### src/rtl/phase_seq_pkg.sv
`default_nettype none
////////////////////////////////////////////////////////////////////////////////
// phase_seq_pkg: shared constants, adjust-state encoding and phase decode
// rev 1.0
////////////////////////////////////////////////////////////////////////////////
package phase_seq_pkg;

  localparam logic ADJ_ADVANCE = 1'b0;
  localparam logic ADJ_RETARD  = 1'b1;

  localparam int unsigned c_NOV_DEFAULT   = 4;
  localparam int unsigned c_SYM_W_DEFAULT = 8;

  typedef enum logic [0:0] {
    ST_RUN   = 1'b0,
    ST_STALL = 1'b1
  } adj_state_e;

  typedef struct packed {
    logic max;
    logic half_or_max;
    logic first;
  } phase_dec_t;

  // With NOV = 2 the half point collapses onto the max phase.
  function automatic phase_dec_t phase_decode(input int unsigned phase,
                                              input int unsigned nov,
                                              input logic        after_adv);
    phase_dec_t  d;
    int unsigned half_ph;
    half_ph       = (nov == 32'd2) ? 32'd1 : (nov / 32'd2) - 32'd1;
    d.max         = (phase == nov - 32'd1);
    d.half_or_max = d.max || (phase == half_ph);
    d.first       = (phase == 32'd0) || (after_adv && (phase == 32'd1));
    return d;
  endfunction

endpackage
`default_nettype wire

### src/rtl/phase_seq_adj.sv
`default_nettype none
////////////////////////////////////////////////////////////////////////////////
// phase_seq_adj: qualifies timing-adjust requests at the wrap, rearm and stall
// rev 1.0
////////////////////////////////////////////////////////////////////////////////
module phase_seq_adj
  import phase_seq_pkg::*;
(
  input  logic clk,
  input  logic i_reset,
  input  logic i_enable,
  input  logic i_at_wrap,
  input  logic i_adj_req,
  input  logic i_adj_dir,
  output logic o_take_adv,
  output logic o_take_ret,
  output logic o_stall
);

  adj_state_e r_state;
  logic       r_armed;
  logic       w_take;

  // A request is only honoured once per assertion; rearm needs a low cycle.
  assign w_take     = i_enable & i_at_wrap & (r_state == ST_RUN) & i_adj_req & r_armed;
  assign o_take_adv = w_take & (i_adj_dir == ADJ_ADVANCE);
  assign o_take_ret = w_take & (i_adj_dir == ADJ_RETARD);
  assign o_stall    = (r_state == ST_STALL);

  always_ff @(posedge clk) begin
    if (i_reset) begin
      r_state <= ST_RUN;
      r_armed <= 1'b1;
    end else begin
      case (r_state)
        ST_RUN:   if (o_take_ret) r_state <= ST_STALL;
        ST_STALL: if (i_enable)   r_state <= ST_RUN;
        default:                  r_state <= ST_RUN;
      endcase
      if (w_take) begin
        r_armed <= 1'b0;
      end else if (!i_adj_req) begin
        r_armed <= 1'b1;
      end
    end
  end

endmodule
`default_nettype wire

### src/rtl/phase_sequencer.sv
`default_nettype none
////////////////////////////////////////////////////////////////////////////////
// phase_sequencer: modulo-NOV phase, symbol strobes, symbol counter and
// optional timing adjust (`define PHASE_SEQ_ADJ_EN)               rev 1.0
////////////////////////////////////////////////////////////////////////////////
module phase_sequencer
  import phase_seq_pkg::*;
#(
  parameter int unsigned NOV       = c_NOV_DEFAULT,
  parameter int unsigned PH_W      = $clog2(NOV),
  parameter int unsigned RST_PHASE = NOV - 2,
  parameter int unsigned SYM_W     = c_SYM_W_DEFAULT
) (
  input  logic             clk,
  input  logic             i_reset,
  input  logic             i_enable,
  input  logic             i_adj_req,
  input  logic             i_adj_dir,
  output logic [PH_W-1:0]  o_phase,
  output logic             o_count_max,
  output logic             o_count_half_or_max,
  output logic             o_save_shifters,
  output logic             o_stall,
  output logic [SYM_W-1:0] o_sym_cnt,
  output logic             o_adj_ack
);

  localparam logic [PH_W-1:0] c_PH_MAX = PH_W'(NOV - 1);
  localparam logic [PH_W-1:0] c_PH_RST = PH_W'(RST_PHASE);

  logic [PH_W-1:0]  r_phase;
  logic             r_count_max;
  logic             r_half_or_max;
  logic             r_save;
  logic             r_adj_ack;
  logic [SYM_W-1:0] r_sym_cnt;

  logic             w_take_adv;
  logic             w_take_ret;
  logic             w_stall;
  logic [PH_W-1:0]  w_phase_nxt;
  logic             w_after_adv;
  phase_dec_t       w_dec;

`ifdef PHASE_SEQ_ADJ_EN
  logic w_at_wrap;
  assign w_at_wrap = (r_phase == c_PH_MAX);

  phase_seq_adj u_adj (
    .clk        (clk),
    .i_reset    (i_reset),
    .i_enable   (i_enable),
    .i_at_wrap  (w_at_wrap),
    .i_adj_req  (i_adj_req),
    .i_adj_dir  (i_adj_dir),
    .o_take_adv (w_take_adv),
    .o_take_ret (w_take_ret),
    .o_stall    (w_stall)
  );
`else
  logic w_unused_adj;
  assign w_take_adv   = 1'b0;
  assign w_take_ret   = 1'b0;
  assign w_stall      = 1'b0;
  assign w_unused_adj = i_adj_req ^ i_adj_dir;
`endif

  // Strobes are decoded from the next phase so they line up with o_phase.
  always_comb begin
    w_phase_nxt = r_phase;
    w_after_adv = 1'b0;
    if (w_stall) begin
      w_phase_nxt = '0;
    end else if (w_take_adv) begin
      w_phase_nxt = PH_W'(1);
      w_after_adv = 1'b1;
    end else if (w_take_ret) begin
      w_phase_nxt = r_phase;
    end else if (r_phase == c_PH_MAX) begin
      w_phase_nxt = '0;
    end else begin
      w_phase_nxt = r_phase + PH_W'(1);
    end
    w_dec = phase_decode(32'(w_phase_nxt), NOV, w_after_adv);
  end

  always_ff @(posedge clk) begin
    if (i_reset) begin
      r_phase       <= c_PH_RST;
      r_count_max   <= 1'b0;
      r_half_or_max <= 1'b0;
      r_save        <= 1'b0;
      r_adj_ack     <= 1'b0;
      r_sym_cnt     <= '0;
    end else if (!i_enable) begin
      r_count_max   <= 1'b0;
      r_half_or_max <= 1'b0;
      r_save        <= 1'b0;
      r_adj_ack     <= 1'b0;
    end else begin
      r_phase       <= w_phase_nxt;
      r_count_max   <= w_dec.max & ~w_take_ret;
      r_half_or_max <= w_dec.half_or_max & ~w_take_ret;
      r_save        <= w_dec.first & ~w_take_ret;
      r_adj_ack     <= w_take_adv | w_take_ret;
      if (w_dec.max && !w_take_ret) begin
        r_sym_cnt <= r_sym_cnt + SYM_W'(1);
      end
    end
  end

  assign o_phase             = r_phase;
  assign o_count_max         = r_count_max;
  assign o_count_half_or_max = r_half_or_max;
  assign o_save_shifters     = r_save;
  assign o_stall             = w_stall;
  assign o_sym_cnt           = r_sym_cnt;
  assign o_adj_ack           = r_adj_ack;

endmodule
`default_nettype wire
### config.mk
export PLATFORM = sky130hd
export DESIGN_NAME = phase_sequencer
export DESIGN_NICKNAME = d
export VERILOG_FILES = /design/src/rtl/phase_seq_pkg.sv /design/src/rtl/phase_seq_adj.sv /design/src/rtl/phase_sequencer.sv
export SDC_FILE = /design/constraint.sdc
export NUM_CORES = 1
export LEC_CHECK = 0
export CAP_MARGIN = 20
export CORE_AREA = 3 3 40 42
export DETAILED_ROUTE_END_ITERATION = 16
export DIE_AREA = 0 0 43 45
export GPL_TIMING_DRIVEN = 0
export PLACE_DENSITY = 0.86
export RECOVER_POWER = 25
export SLEW_MARGIN = 10
export SYNTH_ARGS = -nofsm -noshare
export SYNTH_HDL_FRONTEND = slang
export SYNTH_SLANG_ARGS = --single-unit
### constraint.sdc
create_clock -name clk -period 2.7 [get_ports clk]
set_input_delay 0.54 -clock clk [delete_from_list [all_inputs] [get_ports clk]]
set_output_delay 0.54 -clock clk [all_outputs]
set_load 0.05 [all_outputs]
# Word level (Yosys, flattened, before mapping)
# Index checks and enable logic that the tools add are counted.
# op_classes
add_sub_neg	2
n_eq_ne	3
muxes	1
n_bitwise	1
reduce_logical	4
# op_table
op	count
8-bit by 1-bit adder with 8-bit output (second input constant)	1
2-bit == test (second input constant)	2
2-bit by 1-bit adder with 2-bit output (second input constant)	1
2-bit by 1-bit == test with 1-bit output (second input constant)	1
2-bit zero test	1
2-bit two-way mux	1
2-bit AND reduction	1
2-bit OR reduction	1
1-bit logical OR	1
1-bit inverter	1
# totals
ff_bits	13
inputBits	5
out_inout_bits	15
wordCells	16

# Depth between registers and ports, before layout
# Gate-level depths: netlist of run 1.
# depth
ltp_word	4
depth_mapped	5
mapped_depth_nobuf	5

# Least setup slack after synthesis of run 1
# OpenSTA, ideal clock, no wires.
# synth_path
path_type	reg2reg
startpoint	reg r_phase[1] (netlist: o_phase[1])
endpoint	reg r_sym_cnt[7] (netlist: o_sym_cnt[7])
setup_ns	0.071
arrival_time_ns	1.653
t_required_ns	2.629
setup_slack_ns	0.976
stages_incl_launch_ff	5
n_path_buf	0
synth_period_minus_slack_ns	1.724
path_cell_list	dfxtp_1 > ha_1 > nand4_2 > or4_1 > a21oi_1
# synth_lines
element	line	source
start: declaration	phase_sequencer.sv:31	logic [PH_W-1:0] r_phase;
start signal: assignment	phase_sequencer.sv:89	r_phase <= c_PH_RST;
start signal: assignment	phase_sequencer.sv:101	r_phase <= w_phase_nxt;
end signal: assignment	phase_sequencer.sv:107	r_sym_cnt <= r_sym_cnt + SYM_W'(1);
end: declaration	phase_sequencer.sv:36	logic [SYM_W-1:0] r_sym_cnt;

# Worst setup path after layout of run 1
# layout_path
startpoint	reg r_sym_cnt[3] (netlist: o_sym_cnt[3])
endpoint	out o_sym_cnt[3]
# layout_lines
element	line	source
end: declaration	phase_sequencer.sv:24	output logic [SYM_W-1:0] o_sym_cnt,
# No word-level cell between the ends.

==> results summary, run 1 <==
The worst hold path passes through 2 cells. The wire length per cell came out at between 10 and 15 microns. Summing over every cut layer, the via total after detailed routing is ~460. The critical path data required time came out at ~2200 ps. The CTS H-tree depth is 1. After synthesis, the cell types taking the most area are sky130_fd_sc_hd__dfxtp_1 (46%), sky130_fd_sc_hd__ha_1 (6.7%), sky130_fd_sc_hd__a21oi_1 (5.4%).

The buffer count from post-CTS setup fixing is 0. The path type of the worst setup path is reg2out. The net count of the finished layout came out at 89. The critical path buffer and inverter count came out at 1. The post-cts gate resize count came out at 0.

Clock tree synthesis selected as its root buffer the cell sky130_fd_sc_hd__clkbuf_4. The internal power of the cells came out at roughly 0.29 mW. The final critical path time including I/O delays and setup came out at about 2100 ps.

The leakage power summed over all cells came out at roughly 0.29 nW. For this design, the sink count on the clock tree is 13. The first global-routing pass estimated approximately 1800 microns of wire.

After synthesis, the most frequently instantiated cells are sky130_fd_sc_hd__dfxtp_1 (13), sky130_fd_sc_hd__a21oi_1 (6), sky130_fd_sc_hd__nor2_1 (5), sky130_fd_sc_hd__o21ai_0 (5), sky130_fd_sc_hd__nand2_1 (4). The number of inserted diodes is 0. The transition time at the pin with the least slew margin came out at 507 ps. The total length of routed wires is ~1000 microns. The count of final max-slew check failures is 0. The first detailed-routing pass took 4 iterations. TritonCTS built the clock tree. The placed wire-length estimate after detailed placement is 768 microns.

Across all hold checks on the routed design, the worst slack comes to 481 ps. The proportion of layout cells with a drive suffix above 1 is 11.3%. The cell depth of the worst flop-to-flop path came out at 5.

The synthesized area per cell came out at around 9.2 sq um. The number of synthesized flops with an enable pin came out at 0. The number of DRC markers in iteration 0 is 2.

Across the run, the number of max-cap violations was 0. The largest total area in the synthesized netlist belongs to sky130_fd_sc_hd__dfxtp_1. The launching element of the worst setup path is o_sym_cnt[3]$_SDFFE_PP0P_. Traced cell by cell, the critical path runs through clkdlybuf4s50_1. The filler-free cell count of the finished design came out at 95. In this run the number of cells on the critical path is 1. Setup repair after global routing left no endpoint under its margin.

In the post-route analysis, the smallest setup slack over all paths is 625 ps. The fraction of power consumed by the clock network came out at approximately 28%. Setup violations remaining at the end of the flow were counted as 0. The standard cell with the maximum stage delay on the critical path is sky130_fd_sc_hd__clkdlybuf4s50_1. The worst slew slack as a fraction of its limit came out at between 60% and 70%. The number of design rule violations left after detail routing came out at 0. The maximum buffer depth of the clock tree came out at 2. The share of the synthesized area in the top cell type is a little under half. The row count came out at 13. In the routed layout, each cell is associated on average with a via count of 4.86.

The number of buffers inserted by hold repair at cts is 0. The floorplan die area is between 1500 and 2000 sq um. The count of input and output buffers came out at 14. The setup clock skew after layout is 1.85 ps. The cell family with the largest share of critical-path delay is buffers and inverters. The clock edge transition at the registers on the reported setup and hold paths is 70 ps.

The startpoint of the worst register-to-register path is o_phase[0]$_SDFFE_PP0P_. The run finished with clean final reports. The maximum number of pins on one net before global-route repair is 11. The number of instances in the placed design is 91. In this run switching power makes up between 30% and 40% of total power. Yosys printed 0 warnings. The net switching power came out at ~0.13 mW. The floorplan die width is approximately 43 microns. 20 I/O pins were placed. The routability congestion estimate from global placement came out at about 0.74. The remaining antenna violation count after routing is 0. The post-route setup TNS came out at 0 ps. Data on the critical path arrives at its endpoint at between 1500 and 2000 ps. The worst setup path is captured at an output port. The maximum clock rate is between 0.4 and 0.5 GHz. The area growth from synthesis to final layout is 33.7%. The min-delay analysis places its worst path in the category reg2reg. The final-layout fill cell count is between 100 and 150.

The number of antenna violations at the first check in global routing came out at 0. The maximum fanout count along the critical path is 6. The combinational share of power is between 20 and 25%. In this run the vertical extent of the chip is 45 microns. The count of final hold-check violations is 0.

The flip-flop and latch count after synthesis is 13. The worst IR drop on VDD came out at between 300 and 400 uV. Clock latency on the worst-skew pair, taken at its later pin, is ~270 ps.

The most common cell in the synthesized netlist is sky130_fd_sc_hd__dfxtp_1. For this run, the leading register cell type out of synthesis is sky130_fd_sc_hd__dfxtp_1. The number of clock buffers inserted by TritonCTS is 3.

The critical hold path startpoint is o_sym_cnt[7]$_SDFFE_PP0P_. After synthesis the cells add up to about 560 sq um. The overall power consumption came out at between 0.4 and 0.5 mW.

The worst setup path is launched from a register. The ratio of final minimum period to clock period is between 70% and 80%. The delay contributed by the slowest stage of the critical path is about 840 ps.

The power share of the sequential group came out at 49.8%. The starting density of the core is a little over two fifths. The setup slack after placement came out at roughly 900 ps. The total area inside the core boundary comes to roughly 1300 sq um. The number of standard cells after synthesis is 61. Power spread over the standard cell area amounts to around 560 nW/um^2.

The number of global-route vias before repair came to between 400 and 500. The overall fraction of global-route tracks in use came out at between 10% and 20%. The residual overflow from global routing came out at 0. The post-synthesis sequential area ratio is a little under half. The number of distinct library cells after synthesis came out at 22. The async set-or-reset flop fraction in the synthesized netlist is 0%.
## routing by layer
| layer | up-vias | part of all wire (%) | track usage [%] |
|---|---|---|---|
| met5 | - | 0 | 0 |
| met4 | 0 | 0 | 5.42 |
| met3 | 0 | 8.4 | 6.77 |
| met2 | 17 | 48 | 20.1 |
| met1 | 200 | 44 | 13.9 |
| li1 | 245 | - | - |
## area by class of cell
class / count / area [sq um] / share of cell area, %
clock buffer: 4 / 26.3 / 3.51
inverter: 3 / 11.3 / 1.50
timing repair buffer: 14 / 140 / 18.7
tap: 15 / 18.8 / 2.50
sequential: 13 / 260 / 34.7
multi-input combinational: 42 / 267 / 35.6
buffer: 4 / 26.3 / 3.51
## state kept, by name (all words and copies together) (netlist names)
| name | count |
|---|---|
| o_sym_cnt | 8 |
| o_phase | 2 |
| o_count_half_or_max | 1 |
| o_count_max | 1 |
| o_save_shifters | 1 |
## cell families after synthesis
kind of cell             after synthesis  share of synthesized area, %
XOR/XNOR                               2                          3.13
flip-flops                            13                          46.4
AO/OA/AOI/OAI                         12                          11.2
AND/OR/NAND/NOR                       22                          23.4
multiplexers                           1                          1.79
buffers and inverters                  7                          6.70
other                                  1                         0.669
adder cells (fa/ha/maj)                3                          6.70
## cell usage in the layout (no fill, tap or decap)
cell	netlist	layout
sky130_fd_sc_hd__dfxtp_1	13	13
sky130_fd_sc_hd__clkdlybuf4s50_1	0	13
sky130_fd_sc_hd__a21oi_1	6	6
sky130_fd_sc_hd__nor2_1	5	5
sky130_fd_sc_hd__o21ai_0	5	5
sky130_fd_sc_hd__nand2_1	4	4
sky130_fd_sc_hd__inv_1	3	3
sky130_fd_sc_hd__buf_4	3	3
sky130_fd_sc_hd__nand3_1	3	3
sky130_fd_sc_hd__or3_1	3	3
sky130_fd_sc_hd__ha_1	3	3
sky130_fd_sc_hd__clkbuf_4	0	3
sky130_fd_sc_hd__clkbuf_1	1	2
sky130_fd_sc_hd__nand4_2	2	2
sky130_fd_sc_hd__conb_1	1	2
sky130_fd_sc_hd__mux2i_1	1	1
sky130_fd_sc_hd__or3_2	1	1
sky130_fd_sc_hd__o31ai_1	1	1
sky130_fd_sc_hd__or4_1	1	1
sky130_fd_sc_hd__and3b_1	1	1
sky130_fd_sc_hd__nand2b_1	1	1
sky130_fd_sc_hd__nor4b_1	1	1
sky130_fd_sc_hd__xnor2_1	1	1
sky130_fd_sc_hd__xor2_1	1	1
sky130_fd_sc_hd__dlygate4sd3_1	0	1
## path summary, 6_finish.rpt
kind | end | slack [ps]
worst max-delay path | o_sym_cnt[3] | 630
worst min-delay path | o_sym_cnt[7]$_SDFFE_PP0P_ | 480
worst max register to register | o_sym_cnt[6]$_SDFFE_PP0P_ | 1230
worst min register to register | o_sym_cnt[7]$_SDFFE_PP0P_ | 480
## power by group through the flow
stage | sequential (mW) | clock [mW] | combinational [mW]
3_3_place_gp | 0.215 | 0 | 0.0940
3_5_place_dp | 0.215 | 0 | 0.0953
6_report | 0.211 | 0.118 | 0.0947
4_1_cts | 0.211 | 0.122 | 0.0956
5_1_grt | 0.213 | 0.134 | 0.102
2_1_floorplan | 0.249 | 0 | 0.0355
## stage by stage
stage	instance area, sq um	util, %
floorplan	564	-
global placement	723	56.3
detailed placement	723	56.3
CTS	749	58.3
global route	749	58.3
finish	749	58.3
## worst reg2reg max path: stages (launching register included)
cell and delay, ps:
sky130_fd_sc_hd__dfxtp_1 360, sky130_fd_sc_hd__inv_1 70, sky130_fd_sc_hd__ha_1 210, sky130_fd_sc_hd__nand3_1 180
sky130_fd_sc_hd__or3_2 440, sky130_fd_sc_hd__a21oi_1 140
(Power assumes the default switching activity.)
==> inputs of run 2 (changes only) <==
Settings changed: CORE_AREA 3 3 40 42 to default, CORE_MARGIN from default to 3, CORE_UTILIZATION from default to 37, DIE_AREA 0 0 43 45 to default, PLACE_DENSITY 0.86 to 0.81.
Clock period 2.7 ns to 1.8 ns, I/O delays scaled along.
==> run 2 against run 1 <==
Effect of this change:
- clock-buffer cell count did not move
- routed wire length rose by 7.3%
- final area fell by 1.7%
- via count rose by 5.8%
- die area rose by 4.3%
- global-route usage rose by 0.34 points
- register-to-register slack got worse by 970 ps
- critical path type unchanged
- largest power group unchanged
==> results summary, run 2 (synthesis gave the netlist of run 1 again) <==
The run finished with clean final reports. The transition time at the pin with the least slew margin came out at between 500 and 600 ps. Dividing the detail-routed wire length by the instance count gives approximately 12 microns. The startpoint identified for the worst register-to-register timing path is o_phase[0]$_SDFFE_PP0P_. The delay contributed by the slowest stage of the critical path came out at slightly below 800 ps.

The fraction of power consumed by the clock network came out at between 20% and 30%. The slowest stage of the critical path is the sky130_fd_sc_hd__clkdlybuf4s50_1 cell. The number of design rule violations left after detail routing is 0.

Along the worst path, the maximum fanout reaches 1. The max-capacitance violation count is 0. The count of cells in the finished layout, fillers not included, comes to 95. The number of clock buffers inserted by TritonCTS is 3. In this run the clock root is driven by a sky130_fd_sc_hd__clkbuf_4. The net count of the finished layout came out at 89. The worst IR drop on VDD came out at ~440 uV. The placed wire-length estimate after detailed placement is a little under 800 microns.

The core occupancy in the finished layout is between 50% and 60%. TritonCTS built the clock tree. The flip-flop count of the largest register, all copies and words added is 8. The count of final max-slew check failures came out at 0. The worst register-to-register path ends at o_sym_cnt[6]$_SDFFE_PP0P_. The post-route setup TNS came out at 0 ps. The core footprint came out at approximately 1400 sq um. Net switching is about a third of the power. In this run the cell area measured after placement is roughly 720 sq um. Data on the critical path arrives at its endpoint at between 1000 and 1500 ps.

Between clock sinks in the finished design, the worst skew comes to ~2.7 ps. The type of the most critical hold path is in2reg. The proportion of layout cells with a drive suffix above 1 is 11.3%. The maximum buffer depth of the clock tree is 2.

The ratio of final minimum period to clock period came out at between 90% and 100%. The final-layout fill cell count is roughly 150. The area taken by multi-input logic gates is 267 sq um. Summed over all layers, the routed wires come to 1100 microns. In this run the most critical hold path is launched from i_enable.

For hold timing, the worst endpoint is o_phase[1]$_SDFFE_PP1P_. The overall fraction of global-route tracks in use came out at about an eighth. The number of clock sinks is 13. The via count came out at just under 500. The final instance area came out at 737 sq um. In this run the worst setup path begins at o_count_half_or_max$_SDFF_PP0_. The power share of the sequential group is between 40% and 50%. The number of antenna violations at the first check in global routing came out at 0. In the layout the commonest cells are sky130_fd_sc_hd__dfxtp_1 (13), sky130_fd_sc_hd__dlygate4sd2_1 (10), sky130_fd_sc_hd__a21oi_1 (6).

STA puts the critical path data required time at about 1400 ps. The number of buffers inserted by hold repair at cts came out at 0. Setup repair after global routing left no endpoint under its margin. The number of inserted diodes is 0. The cell depth of the worst flop-to-flop path came out at 5. The path type of the worst setup path is reg2out. The first-pass GRT wire length is approximately 1800 microns.

The residual overflow from global routing came out at 0. The clock edge transition at the registers on the reported setup and hold paths is ~80 ps. Registers take around 260 sq um.

The post-cts gate resize count came out at 10. After layout, the minimum clock period comes to around 1700 ps. Counting both buffers and inverters, the worst setup path holds a total of 1. The floorplan step defined a die boundary enclosing approximately 2000 sq um. The worst slew slack as a fraction of its limit came out at between 60 and 70%.

Routability-driven placement finished with a final weighted congestion of about 0.69. The vias per cell is slightly above 5. The combinational share of power is 21.3%.

The endpoint class of the critical path is an output port. Once detail routing completed, the nets flagged for antenna violations numbered 0. Relative to the synthesized area, the layout overhead comes to 31.5%. The floorplan die width came out at between 40 and 50 microns. Walking the worst path, the cells encountered are clkdlybuf4s50_1. The critical path launch point type is a register. The maximum clock rate is 0.574 GHz.

For this design the total switching power over the nets is 0.204 mW. Leaving out fill and tap cells, the most frequent cell in the layout is sky130_fd_sc_hd__dfxtp_1. The number of DRC markers in iteration 0 came out at 1. Once the floorplan was initialized, standard cells occupied around two fifths of the core.

Dividing total power by cell area gives a power density of 860 nW/um^2. The height of the die came out at 44.9 microns. The latest clock arrival within the worst-skew pair is roughly 280 ps. The leakage power summed over all cells came out at about 0.33 nW. The number of instances in the placed design is a little over 90.

Setup violations remaining at the end of the flow were counted as 0. The internal power of the cells is between 0.4 and 0.5 mW. Entering global routing, the biggest net connects 11 pins. The number of global-route vias before repair came to between 400 and 500. For flop-to-flop paths, the worst setup slack is 260 ps. The row count is 13. The first-pass iteration count of the detailed router came out at 4. CTS built an H-tree with a depth of 1. The worst hold path passes through 3 cells. In this design, the largest share of critical-path delay is due to buffers and inverters.

The count of final hold-check violations came out at 0. Once the clock tree was built, the setup fixing pass inserted 0 buffers. The number of top-level pins came out at 20.

During placement, the flow inserted port buffers numbering 14.
-- run 2: changes by cell type in the layout (fill, tap and decap cells not counted) --
| cell | before | now |
|---|---|---|
| sky130_fd_sc_hd__clkdlybuf4s50_1 | 13 | 3 |
| sky130_fd_sc_hd__dlygate4sd2_1 | 0 | 10 |
-- run 2: per-stage QoR --
step | setup WS (ps) | total power, mW | hold slack, ps
after floorplan | 76.1 | 0.426 | 439
after global placement | 210 | 0.463 | 459
after detailed placement | 200 | 0.467 | 476
after CTS | 43.1 | 0.642 | 381
after global routing | 4.63 | 0.671 | 390
final | 57.1 | 0.634 | 388
-- run 2: worst reg2reg max path: stages (launching register included) --
cell,delay (ps)
sky130_fd_sc_hd__dfxtp_1,360
sky130_fd_sc_hd__inv_1,70
sky130_fd_sc_hd__ha_1,220
sky130_fd_sc_hd__nand3_1,190
sky130_fd_sc_hd__or3_2,450
sky130_fd_sc_hd__a21oi_1,170
-- run 2: area by class of cell --
class                   instances  area share, %
plain buffers                   4           3.57
clock buffers                   4           3.57
inverters                       3           1.53
multi-input cells              42           36.2
flip-flops and latches         13           35.3
well taps                      15           2.55
repair buffers                 14           17.3
-- run 2: how the worst max path moves through the flow --
stage               cells after the start  slack, ps                         to
detailed placement                      1        200               o_sym_cnt[3]
CTS                                     1         40        o_count_half_or_max
global route                            1          5        o_count_half_or_max
finish                                  1         60        o_count_half_or_max
floorplan                               4         80  o_sym_cnt[7]$_SDFFE_PP0P_
global placement                        1        210                 o_phase[0]
-- run 2: power by group through the flow --
| stage | logic, mW | clock network [mW] | registers [mW] |
|---|---|---|---|
| 3_3_place_gp | 0.141 | 0 | 0.323 |
| 6_report | 0.135 | 0.183 | 0.316 |
| 5_1_grt | 0.145 | 0.207 | 0.319 |
| 3_5_place_dp | 0.143 | 0 | 0.324 |
| 2_1_floorplan | 0.0532 | 0 | 0.373 |
| 4_1_cts | 0.137 | 0.189 | 0.316 |
-- run 2: metal layers --
layer	global-route usage, %	routed length [microns]	vias to the layer above
met1	13.0	452	223
met5	0	0	-
met3	7.57	102	2
li1	-	-	246
met4	7.02	16	0
met2	20.6	525	18
==> inputs of run 3 (changes only) <==
Settings changed: SETUP_SLACK_MARGIN from default to 0.3.
==> run 3 against run 2 <==
Effect of this change:
- routed wire length down 5.7%
- clock skew about the same
- clock-buffer cell count unchanged
- critical path type is now reg2reg
- largest power group unchanged
- highest routed layer unchanged
==> results summary, run 3 (synthesis gave the netlist of run 1 again) <==
The clock edge transition at the registers on the reported setup and hold paths is around 80 ps. The number of clock sinks came out at 13. The worst IR drop on VDD is approximately 400 uV. Max-cap violations in this run came to 0. The number of antenna violations at the first check in global routing came out at 0.

The overall power consumption came out at roughly 0.64 mW. The fraction of power spent switching nets came out at roughly a third. The number of global-route vias before repair came to 409.

The floorplan die area is about 2000 sq um. The critical path in this run is classified as reg2reg. The starting density of the core came out at just over 40%. The count of endpoints failing setup in the final report is 0. The internal power of the cells is approximately 0.43 mW. The worst setup path is captured at a register.

The critical path data required time came out at approximately 2000 ps. The net count of the finished layout is 89. The power share of the sequential group is ~50%. The first-pass GRT wire length is approximately 1700 microns. The post-route setup TNS came out at 0 ps.

The run finished with clean final reports. CTS built an H-tree with a depth of 1. The net switching power is approximately 0.20 mW.

Of the cells placed in the final design, the portion with a size suffix greater than 1 is 33.8%. The number of clock buffers inserted by TritonCTS is 3. The maximum clock rate came out at between 0.6 and 0.7 GHz. After floorplanning, the core was divided into 13 placement rows. The maximum fanout count along the critical path came out at 6. The share of total power dissipated in combinational logic is between 20 and 25%. The critical path launch point type is a register. The number of top-level pins is 20. The leakage power summed over all cells is 0.304 nW. The later pin in the worst-skew pair is clocked with a latency of approximately 260 ps. Buffers added to address setup during post-CTS repair amount to 0. The vias per cell is about 5.1. The number of antenna diodes in the final layout is 0.

The maximum number of pins on one net before global-route repair came out at 11. TritonCTS built the clock tree. The root buffer cell chosen for the clock tree is sky130_fd_sc_hd__clkbuf_4. The area growth from synthesis to final layout came out at 37.1%. The critical path data arrival time is 1660 ps. The top cell types in the final layout, fill and taps aside, are sky130_fd_sc_hd__dfxtp_1 (7), sky130_fd_sc_hd__clkdlybuf4s15_2 (7), sky130_fd_sc_hd__a21oi_1 (6). The total length of routed wires came out at 1030 microns. The congestion estimate from routability-driven global placement came to just over 0.7. Dividing the detail-routed wire length by the instance count gives between 10 and 15 microns. The final critical path time including I/O delays and setup came out at around 1500 ps.

The final instance area came out at between 700 and 800 sq um. The residual overflow from global routing came out at 0. The number of buffers inserted by hold repair at cts is 0. During placement, the flow inserted port buffers numbering 14.

The height of the die came out at 44.9 microns. The number of design rule violations left after detail routing is 0. Among all stages on the critical path, the largest delay is contributed by sky130_fd_sc_hd__or3_2. The cell family with the largest share of critical-path delay is simple AND/OR/NAND/NOR gates. The post-detailed-placement cell area is ~730 sq um.

The overall fraction of global-route tracks in use came out at between 10% and 20%. The placed wire-length estimate after detailed placement is approximately 740 microns. Setup repair after global routing could not meet its margin everywhere.

The delay contributed by the slowest stage of the critical path came out at ~430 ps. The ratio of final minimum period to clock period is about four fifths. The register with the most flip-flops in the layout has 8 of them. The count of final hold-check violations is 0. The setup clock skew after layout came out at approximately 3.2 ps. The core region is 1370 sq um. The tightest min-delay check is of the in2reg type. The fraction of power consumed by the clock network is around 28%.

The number of DRC markers in iteration 0 came out at 7. The first detailed-routing pass took 4 iterations. The remaining antenna violation count after routing is 0. The via count came out at ~480. Walking the worst path, the cells encountered are inv_1 -> ha_2 -> nand3_2 -> or3_2 -> a21oi_1. The critical path buffer and inverter count came out at 1. The count of final max-slew check failures is 0. The floorplan die width came out at ~45 microns. The maximum buffer depth of the clock tree came out at 2. For this design the ratio of total power to cell area is 829 nW/um^2.
==> run 3: layout make-up <==
type	count	area, sq um
clock buffer	4	26.3
buffer	4	26.3
timing repair buffer	14	133
tap	15	18.8
fill	127	598
multi-input combinational	42	283
inverter	3	11.3
sequential	13	270
==> run 3: stage by stage <==
step           setup WS, ps  util [%]  hold WS [ps]  cells
3_5_place_dp            265      53.8           472     91
2_1_floorplan           305         -           439     62
6_report                342      56.2           420     95
5_1_grt                 222      56.2           417     95
4_1_cts                 242      56.0           396     95
3_3_place_gp            269      53.8           458     91
==> run 3: metal layers <==
metal / share of wire [%] / up-vias / GRT usage [%]
met4: 1.2 / 0 / 5.26
met5: 0 / - / 0
met2: 47 / 13 / 17.2
li1: - / 246 / -
met3: 7.3 / 2 / 3.98
met1: 44 / 220 / 14.3
==> run 3: final timing paths <==
path,startpoint,end,slack (ps),depth (start not counted)
max,o_phase[0]$_SDFFE_PP0P_,o_sym_cnt[6]$_SDFFE_PP0P_,340,5
min,i_enable,o_sym_cnt[1]$_SDFFE_PP0P_,420,3
max reg2reg,o_phase[0]$_SDFFE_PP0P_,o_sym_cnt[6]$_SDFFE_PP0P_,340,5
min reg2reg,o_sym_cnt[7]$_SDFFE_PP0P_,o_sym_cnt[7]$_SDFFE_PP0P_,490,2
==> run 3: power groups by stage <==
| stage | logic [mW] | clock network [mW] | registers, mW |
|---|---|---|---|
| after floorplan | 0.0532 | 0 | 0.375 |
| after global placement | 0.141 | 0 | 0.324 |
| after detailed placement | 0.144 | 0 | 0.325 |
| after CTS | 0.138 | 0.180 | 0.318 |
| after global routing | 0.152 | 0.195 | 0.322 |
| final | 0.141 | 0.176 | 0.319 |
==> run 3: timing repair <==
item,CTS,global route
pin swaps,0,0
setup endpoints to repair,13,7
resized for setup,29,9
gates cloned,0,0
==> run 3: worst min-delay path: stages <==
cell	delay (ps)
sky130_fd_sc_hd__buf_4	150
sky130_fd_sc_hd__nand3_1	80
sky130_fd_sc_hd__a21oi_1	50
